===== src/rtl/fetch_pkg.sv =====
`default_nettype none
// ==== fetch_pkg : fetch-stage state encoding and opcode helper (rev 1.0) ====
package fetch_pkg;

   typedef enum logic [1:0] {
      ST_IDLE   = 2'd0,
      ST_RUN    = 2'd1,
      ST_HALTED = 2'd2,
      ST_FAULT  = 2'd3
   } fetch_state_t;

   localparam int                    OPCODE_WIDTH = 5;
   localparam logic [OPCODE_WIDTH-1:0] HALT_OPCODE = 5'b11111;

   // Word is passed zero-extended to 64 bits so one helper serves any instruction width.
   function automatic logic [15:0] opcode_of(input logic [63:0] word, input int iw, input int ow);
      return 16'((word >> (iw - ow)) & ((64'd1 << ow) - 64'd1));
   endfunction

endpackage
`default_nettype wire


===== src/rtl/fetch_stage_reg.sv =====
`default_nettype none
// ==== fetch_stage_reg : valid/ready output register toward decode (rev 1.0) ====
module fetch_stage_reg #(
   parameter int DATA_WIDTH = 50
) (
   input  logic                  clk,
   input  logic                  rst_n,
   input  logic                  i_load,
   input  logic                  i_flush,
   input  logic                  i_accept,
   input  logic [DATA_WIDTH-1:0] i_data,
   output logic                  o_valid,
   output logic [DATA_WIDTH-1:0] o_data
);

   logic                  r_valid;
   logic [DATA_WIDTH-1:0] r_data;

   // Flush beats load beats accept; a load in the same cycle as an accept refills the slot.
   always_ff @(posedge clk or negedge rst_n) begin
      if (!rst_n) begin
         r_valid <= 1'b0;
         r_data  <= '0;
      end else if (i_flush) begin
         r_valid <= 1'b0;
      end else if (i_load) begin
         r_valid <= 1'b1;
         r_data  <= i_data;
      end else if (i_accept) begin
         r_valid <= 1'b0;
      end
   end

   assign o_valid = r_valid;
   assign o_data  = r_data;

endmodule
`default_nettype wire


===== src/rtl/fetch_controller.sv =====
`default_nettype none
// ==== fetch_controller : PC sequencer with halt/fault handling (rev 1.0) ====
module fetch_controller #(
   parameter int                       PC_WIDTH          = 18,
   parameter int                       INSTRUCTION_WIDTH = 32,
   parameter int                       MEMORY_SIZE       = 1024,
   parameter logic [PC_WIDTH-1:0]      RESET_PC          = '0,
   parameter int                       OPCODE_WIDTH      = fetch_pkg::OPCODE_WIDTH,
   parameter logic [OPCODE_WIDTH-1:0]  HALT_OPCODE       = fetch_pkg::HALT_OPCODE
) (
   input  logic                         clk,
   input  logic                         rst_n,
   input  logic                         start,
   input  logic                         redirect_valid,
   input  logic [PC_WIDTH-1:0]          redirect_pc,
   output logic [PC_WIDTH-1:0]          mem_pc,
   input  logic [INSTRUCTION_WIDTH-1:0] mem_instruction,
   output logic                         if_valid,
   input  logic                         if_ready,
   output logic [INSTRUCTION_WIDTH-1:0] if_instruction,
   output logic [PC_WIDTH-1:0]          if_pc,
   output logic                         halted,
   output logic                         pc_fault
);
   import fetch_pkg::*;

   fetch_state_t                          r_state;
   logic [PC_WIDTH-1:0]                   r_pc;
   logic                                  r_halted;
   logic                                  r_fault;
   logic                                  w_in_range;
   logic                                  w_slot_free;
   logic                                  w_accept;
   logic                                  w_capture;
   logic                                  w_fault_due;
   logic                                  w_is_halt;
   logic [INSTRUCTION_WIDTH+PC_WIDTH-1:0] w_stage_data;

   // One extra bit lets MEMORY_SIZE == 2**PC_WIDTH compare as always in range.
   assign w_in_range  = ({1'b0, r_pc} < (PC_WIDTH+1)'(MEMORY_SIZE));
   assign w_slot_free = !if_valid || if_ready;
   assign w_accept    = if_valid && if_ready;
   assign w_capture   = (r_state == ST_RUN) && !redirect_valid && w_in_range && w_slot_free;
   assign w_fault_due = (r_state == ST_RUN) && !redirect_valid && !w_in_range && w_slot_free;
   assign w_is_halt   = (opcode_of(64'(mem_instruction), INSTRUCTION_WIDTH, OPCODE_WIDTH)
                         == 16'(HALT_OPCODE));

   always_ff @(posedge clk or negedge rst_n) begin
      if (!rst_n) begin
         r_state  <= ST_IDLE;
         r_pc     <= RESET_PC;
         r_halted <= 1'b0;
         r_fault  <= 1'b0;
      end else if (redirect_valid) begin
         r_pc <= redirect_pc;
         case (r_state)
            ST_FAULT: begin
               r_state <= ST_IDLE;
               r_fault <= 1'b0;
            end
            ST_IDLE, ST_HALTED: begin
               if (start) begin
                  r_state  <= ST_RUN;
                  r_halted <= 1'b0;
               end
            end
            default: ;
         endcase
      end else begin
         case (r_state)
            ST_IDLE: begin
               if (start) r_state <= ST_RUN;
            end
            ST_HALTED: begin
               if (start) begin
                  r_state  <= ST_RUN;
                  r_halted <= 1'b0;
               end
            end
            ST_RUN: begin
               if (w_capture) begin
                  r_pc <= r_pc + PC_WIDTH'(1);
                  if (w_is_halt) begin
                     r_state  <= ST_HALTED;
                     r_halted <= 1'b1;
                  end
               end else if (w_fault_due) begin
                  r_state <= ST_FAULT;
                  r_fault <= 1'b1;
               end
            end
            default: ;
         endcase
      end
   end

   fetch_stage_reg #(
      .DATA_WIDTH (INSTRUCTION_WIDTH + PC_WIDTH)
   ) u_stage (
      .clk      (clk),
      .rst_n    (rst_n),
      .i_load   (w_capture),
      .i_flush  (redirect_valid),
      .i_accept (w_accept),
      .i_data   ({mem_instruction, r_pc}),
      .o_valid  (if_valid),
      .o_data   (w_stage_data)
   );

   assign mem_pc         = r_pc;
   assign if_instruction = w_stage_data[PC_WIDTH +: INSTRUCTION_WIDTH];
   assign if_pc          = w_stage_data[PC_WIDTH-1:0];
   assign halted         = r_halted;
   assign pc_fault       = r_fault;

endmodule
`default_nettype wire


===== config.mk =====
export PLATFORM = sky130hd
export DESIGN_NAME = fetch_controller
export DESIGN_NICKNAME = d
export VERILOG_FILES = /design/src/rtl/fetch_pkg.sv /design/src/rtl/fetch_stage_reg.sv /design/src/rtl/fetch_controller.sv
export SDC_FILE = /design/constraint.sdc
export NUM_CORES = 1
export LEC_CHECK = 0
export ABC_AREA = 1
export CORE_ASPECT_RATIO = 2
export CORE_MARGIN = 1
export CORE_UTILIZATION = 47
export CTS_CLUSTER_SIZE = 20
export DETAILED_ROUTE_END_ITERATION = 6
export PLACE_DENSITY = 0.85
export SLEW_MARGIN = 25
export SYNTH_ARGS = -nofsm -noshare
export SYNTH_HDL_FRONTEND = slang
export SYNTH_SLANG_ARGS = --single-unit

===== constraint.sdc =====
create_clock -name clk -period 1.8 [get_ports clk]
set_input_delay 0.36 -clock clk [delete_from_list [all_inputs] [get_ports clk]]
set_output_delay 0.36 -clock clk [all_outputs]
set_load 0.005 [all_outputs]

==> results of run 1 <==
layout make-up:
cell class / count / area [um^2] / share of cell area [%]
sequential: 73 / 1830 / 37.1
timing repair buffer: 137 / 1390 / 28.3
multi-input combinational: 282 / 1200 / 24.3
clock inverter: 6 / 58.8 / 1.19
clock buffer: 10 / 229 / 4.65
tap: 88 / 110 / 2.24
inverter: 29 / 109 / 2.21
worst reg2reg max path: stages, from the launching register on:
cell     delay [ns]
dfrtp_1        0.41
ha_1           0.20
nand2_1        0.08
nor2_1         0.30
nand4_1        0.13
o21ai_0        0.11
nand2_1        0.07
nand2_1        0.06
inv_1          0.03
cell usage in the layout (no fill, tap or decap), types with 3 or more instances in the layout:
cell / count
dfrtp_1: 73
a21oi_1: 4
nor2_1: 27
buf_12: 4
clkinv_2: 4
nand4_1: 3
o21ai_2: 5
inv_2: 4
buf_4: 8
nand3_1: 19
o31ai_1: 3
o21ai_0: 10
nand2_1: 196
inv_1: 25
o21ai_1: 4
clkdlybuf4s50_1: 124
or2_2: 3
clkbuf_16: 9
Yosys cell counts (all sizes together):
| cell | instances |
|---|---|
| a21oi | 4 |
| a31oi | 1 |
| buf | 16 |
| dfrtp | 73 |
| ha | 1 |
| inv | 29 |
| nand2 | 198 |
| nand3 | 20 |
| nand4 | 3 |
| nor2 | 29 |
| o21ai | 19 |
| o31ai | 3 |
| or2 | 3 |
| xor2 | 1 |
cell families (layout without fill, tap and decap cells):
logic type / Yosys count / after routing / share of synthesized area [%]
simple gates: 253 / 253 / 31.1
compound gates: 27 / 27 / 4.98
xor+xnor: 1 / 1 / 0.268
fa+ha+maj: 1 / 1 / 0.383
buf+inv: 45 / 182 / 7.29
flops: 73 / 73 / 56.0
flip-flops by register name, indices dropped and copies added (netlist names):
name             cells
pc_fault             1
u_stage.o_valid      1
mem_pc              18
u_stage.o_data      50
r_state              2
halted               1
metrics by stage:
stage	area, um^2	hold WS, ns	utilization [%]	power (mW)
global route	4920	0.501	73.8	6.16
floorplan	3260	0.0644	-	2.96
CTS	4920	0.482	73.8	5.87
global placement	4630	0.320	69.3	4.04
detailed placement	4630	0.324	69.3	4.12
finish	4920	0.478	73.8	5.82
routing by layer:
metal | up-vias | global-route usage [%] | part of all wire (%)
met5 | - | 0 | 0
met4 | 0 | 12.9 | 3.5
met1 | 1412 | 27.4 | 36
met2 | 124 | 45.5 | 55
li1 | 1498 | - | -
met3 | 18 | 4.85 | 4.9
what timing repair did:
action	in CTS	in global routing
hold buffers	1	0
setup endpoints to repair	0	0
endpoints found under the hold margin	32	0
final timing paths:
path | start | endpoint | slack (ns)
min in group asynchronous | rst_n | u_stage.o_data[16]$_DFFE_PN0P_ | 0.49
max reg2reg | mem_pc[0]$_DFFE_PN0P_ | mem_pc[8]$_DFFE_PN0P_ | 0.30
max | mem_pc[4]$_DFFE_PN0P_ | mem_pc[4] | 0.08
min reg2reg | u_stage.o_data[26]$_DFFE_PN0P_ | u_stage.o_data[26]$_DFFE_PN0P_ | 0.48
max in group asynchronous | rst_n | pc_fault$_DFFE_PN0P_ | 0.75
min | u_stage.o_data[26]$_DFFE_PN0P_ | u_stage.o_data[26]$_DFFE_PN0P_ | 0.48
power groups by stage:
stage	Combinational (mW)	Sequential, mW	Clock (mW)
6_report	1.74	2.36	1.73
4_1_cts	1.76	2.36	1.74
3_5_place_dp	1.74	2.38	0
2_1_floorplan	0.577	2.39	0
5_1_grt	1.93	2.41	1.82
3_3_place_gp	1.68	2.36	0
==> results_dict.tcl, run 1 <==
set metrics [dict create \
    outcome "completed" \
    cpLargestDelayFamily "buffers and inverters" \
    max_slew_margin_pct 71.9 \
    pwr-share-comb_pct 29.8 \
    max_stage_delay_ns 0.55 \
    synth_top_cell_by_area "dfrtp_1" \
    cp.depth 1 \
    grt_max_degree 42 \
    fin_nets 588 \
    clock_skew_ns 0.00962 \
    cts_tree "built" \
    fill_cells 504 \
    required_ns 1.44 \
    p_int_mw 4.19 \
    final.period_utilization_pct 95.4 \
    rsz0062_at_grt "false" \
    crit_fanout 6 \
    holdPathStages 2 \
    cpMaxStageDelayCell "clkdlybuf4s50_1" \
    crit_arrival_ns 1.36 \
    leakagePower_nw 2.47 \
    period_needed_ns 1.72 \
    drive_above_1_share_pct 8.19 \
    ys_warn_count 0 \
    cp_num_buf_inv 1 \
    power_frac_seq_pct 40.6 \
    tns_ns 0 \
    die_w_um 60.9 \
    syn_area_per_cell_um2 8.16 \
    hpwl_mm 6.21 \
    holdCritPathClass "register to register" \
    io_buffers 125 \
    endpoint_kind "output port" \
    cts_resized 0 \
    num_io_pins 126 \
    num_antenna_cells 0 \
    finalWirelength_mm 8.53 \
    grt_pass1_wl_mm 13.8 \
    synthTopCellsByArea "dfrtp_1 56%, nand2_1 23%, nor2_1 3.1%, nand3_1 2.9%, inv_1 2.9%" \
    grt_antenna_before_repair 0 \
    crit_chain "clkdlybuf4s50_1" \
    dp.cells 608 \
    fmax_mhz 582 \
    timing.final.setup_violations 0 \
    cp-start-kind "register" \
    clkPwrFrac_pct 29.6 \
    initialDrtViolationCount 141 \
    synth_cell_type_count 25 \
    syn_nets 456 \
    synth_area_um2 3260 \
    route.detailed.drc 0 \
    clk_latency_ns 0.34 \
    hold_violations 0 \
    switching_share_pct 28.1 \
    synth_seq_cells 73 \
    fin_ws_ns 0.0832 \
    initial_core_util_pct 48.9 \
    clk_root_buffer_cell "clkbuf_16" \
    rows 42 \
    reg2reg_depth 8 \
    gp_congestion 0.837 \
    yosysSeqAreaShare_pct 56.0 \
    htree_levels 3 \
    post-cts-setup-buffer-count 0 \
    worstMarginPinSlew_ns 0.422 \
    dpl_worst_slack_ns 0.0151 \
    power_density_nw_per_um2 1180 \
    routed-via-count 3052 \
    cts_buffer_depth 2 \
    netlist_instances 400 \
    drv_cap 0 \
    coreArea_um2 6670 \
    die_y_um 120 \
    final_cells 625 \
    crit_type "register to output port" \
    numCtsBuffers 9 \
    grt_usage_pct 25.6 \
    routed_via_density 4.88 \
    path_clk_slew_ns 0.05 \
    yosysTopAreaCellShare_pct 56.0 \
    wl_per_cell_um 13.7 \
    die-area_um2 7300 \
    vdd_ir_drop_max_uv 727 \
    grt_overflow_total 0 \
    grt_pass1_vias 3035 \
    dr.pass1.iters 4 \
    switching_power_mw 1.64 \
    postRouteAntennaNets 0 \
    slew_viol_final 0 \
    area_delta_synth_final_pct 50.9 \
    clock-sinks 73 \
]
(Power assumes the default switching activity.)
==> inputs of run 2 (changes only) <==
--- a/config.mk
+++ b/config.mk
@@ -11,8 +11,9 @@
 export CORE_UTILIZATION = 47
 export CTS_CLUSTER_SIZE = 20
 export DETAILED_ROUTE_END_ITERATION = 6
-export PLACE_DENSITY = 0.85
+export PLACE_DENSITY_LB_ADDON = 0.1
 export SLEW_MARGIN = 25
 export SYNTH_ARGS = -nofsm -noshare
 export SYNTH_HDL_FRONTEND = slang
 export SYNTH_SLANG_ARGS = --single-unit
+export TNS_END_PERCENT = 50
==> results_dict.tcl, run 2 (synthesized netlist as in run 1, its figures left out) <==
set metrics [dict create \
    hold_violations 9 \
    cpLargestDelayFamily "buffers and inverters" \
    die_y_um 120 \
    grt_pass1_vias 2897 \
    layout_common_cells "196 x nand2_1, 124 x clkdlybuf4s50_1, 73 x dfrtp_1, 27 x nor2_1, 25 x inv_1" \
    tns_ns 0 \
    postCtsHoldBufs 0 \
    pwr-share-comb_pct 30.4 \
    routed_via_density 4.88 \
    path_clk_slew_ns 0.06 \
    numCtsBuffers 9 \
    area_delta_synth_final_pct 50.6 \
    cts_tree "built" \
    worstMarginPinSlew_ns 0.496 \
    htree_levels 3 \
    coreArea_um2 6670 \
    initial_core_util_pct 48.9 \
    power_mw 5.69 \
    slew_viol_final 0 \
    dr.pass1.iters 5 \
    hpwl_mm 5.92 \
    whs_ns -0.00266 \
    cp-start-kind "register" \
    clock-sinks 73 \
    crit_chain "clkdlybuf4s50_1" \
    drv_cap 0 \
    p_int_mw 4.10 \
    power_frac_seq_pct 41.4 \
    route.detailed.drc 0 \
    timing.final.setup_violations 0 \
    cts_buffer_depth 2 \
    vdd_ir_drop_max_uv 670 \
    fmax_mhz 584 \
    postRouteAntennaNets 0 \
    die-area_um2 7300 \
    grt_pass1_wl_mm 12.7 \
    wl_per_cell_um 12.9 \
    die_w_um 60.9 \
    grt_antenna_before_repair 0 \
    fin_nets 589 \
    endpoint_kind "output port" \
    cp_num_buf_inv 1 \
    failed_checks "negative hold slack" \
    switching_share_pct 28.0 \
    final.period_utilization_pct 95.1 \
    rsz0062_at_grt "false" \
    clk_latency_ns 0.33 \
    power_density_nw_per_um2 1160 \
    outcome "finished, violations left" \
    grt_max_degree 39 \
    switching_power_mw 1.59 \
    routed-via-count 3056 \
    grt_overflow_total 0 \
    max_stage_delay_ns 0.55 \
    largest_reg_flops 50 \
    crit_fanout 6 \
    required_ns 1.44 \
    holdCritPathClass "primary input to async pin" \
    leakagePower_nw 2.47 \
    crit_type "register to output port" \
    grt_usage_pct 23.5 \
    finalWirelength_mm 8.10 \
    max_slew_margin_pct 66.9 \
    fill_cells 541 \
    rows 42 \
    clock_skew_ns 0.00490 \
    gp_congestion 0.834 \
    drive_above_1_share_pct 8.55 \
    crit_arrival_ns 1.35 \
    clkPwrFrac_pct 28.2 \
    clk_root_buffer_cell "clkbuf_16" \
    cts_resized 0 \
    initialDrtViolationCount 194 \
    io_buffers 125 \
    period_needed_ns 1.71 \
    layout_commonest_cell "nand2_1" \
    num_io_pins 126 \
    num_antenna_cells 0 \
    post-cts-setup-buffer-count 0 \
    cpMaxStageDelayCell "clkdlybuf4s50_1" \
]
-- run 2: cell count changes in the layout (fill, tap and decap cells not counted) --
| cell | before | now |
|---|---|---|
| clkbuf_8 | 0 | 1 |
| dlygate4sd3_1 | 1 | 0 |
| buf_4 | 8 | 10 |
| clkinvlp_4 | 0 | 1 |
| bufinv_16 | 1 | 0 |
| clkinv_2 | 4 | 3 |
-- run 2: area by class of cell --
cell class	count	area (um^2)	area share (%)
Inverter	29	109	2.21
Clock buffer	11	243	4.94
Timing Repair Buffer	138	1400	28.4
Clock inverter	5	31.3	0.636
Tap cell	88	110	2.24
Multi-Input combinational cell	282	1200	24.4
Sequential cell	73	1830	37.2
-- run 2: through the flow --
step	worst slack [ns]	area, um^2	util [%]	cells
floorplan	0.529	3260	-	400
global placement	0.0413	4640	69.5	610
detailed placement	0.0164	4640	69.5	610
CTS	0.0863	4910	73.6	626
global route	0.0449	4910	73.6	626
finish	0.0885	4910	73.6	626
-- run 2: power by group through the flow --
stage	clock [mW]	combinational, mW	sequential [mW]
after floorplan	0	0.577	2.39
after global placement	0	1.69	2.36
after detailed placement	0	1.73	2.38
after CTS	1.64	1.75	2.35
after global routing	1.69	1.92	2.41
final	1.60	1.73	2.36
-- run 2: final timing paths --
check,from,to,slack [ns],cells after the start
hold reg to reg,u_stage.o_data[22]$_DFFE_PN0P_,u_stage.o_data[22]$_DFFE_PN0P_,0.48,2
setup reg to reg,mem_pc[1]$_DFFE_PN0P_,mem_pc[8]$_DFFE_PN0P_,0.31,8
hold / removal,rst_n,u_stage.o_data[25]$_DFFE_PN0P_,-0.003,1
min in group clk,u_stage.o_data[22]$_DFFE_PN0P_,u_stage.o_data[22]$_DFFE_PN0P_,0.48,2
max in group asynchronous,rst_n,u_stage.o_data[32]$_DFFE_PN0P_,1.22,2
setup / recovery,mem_pc[4]$_DFFE_PN0P_,mem_pc[4],0.09,1
-- run 2: layer usage --
layer	up-vias	share of wire, %	global-route usage (%)
met1	1434	38	25.7
met4	0	3.0	13.2
li1	1491	-	-
met2	115	52	39.8
met5	-	0	0
met3	16	6.3	5.28
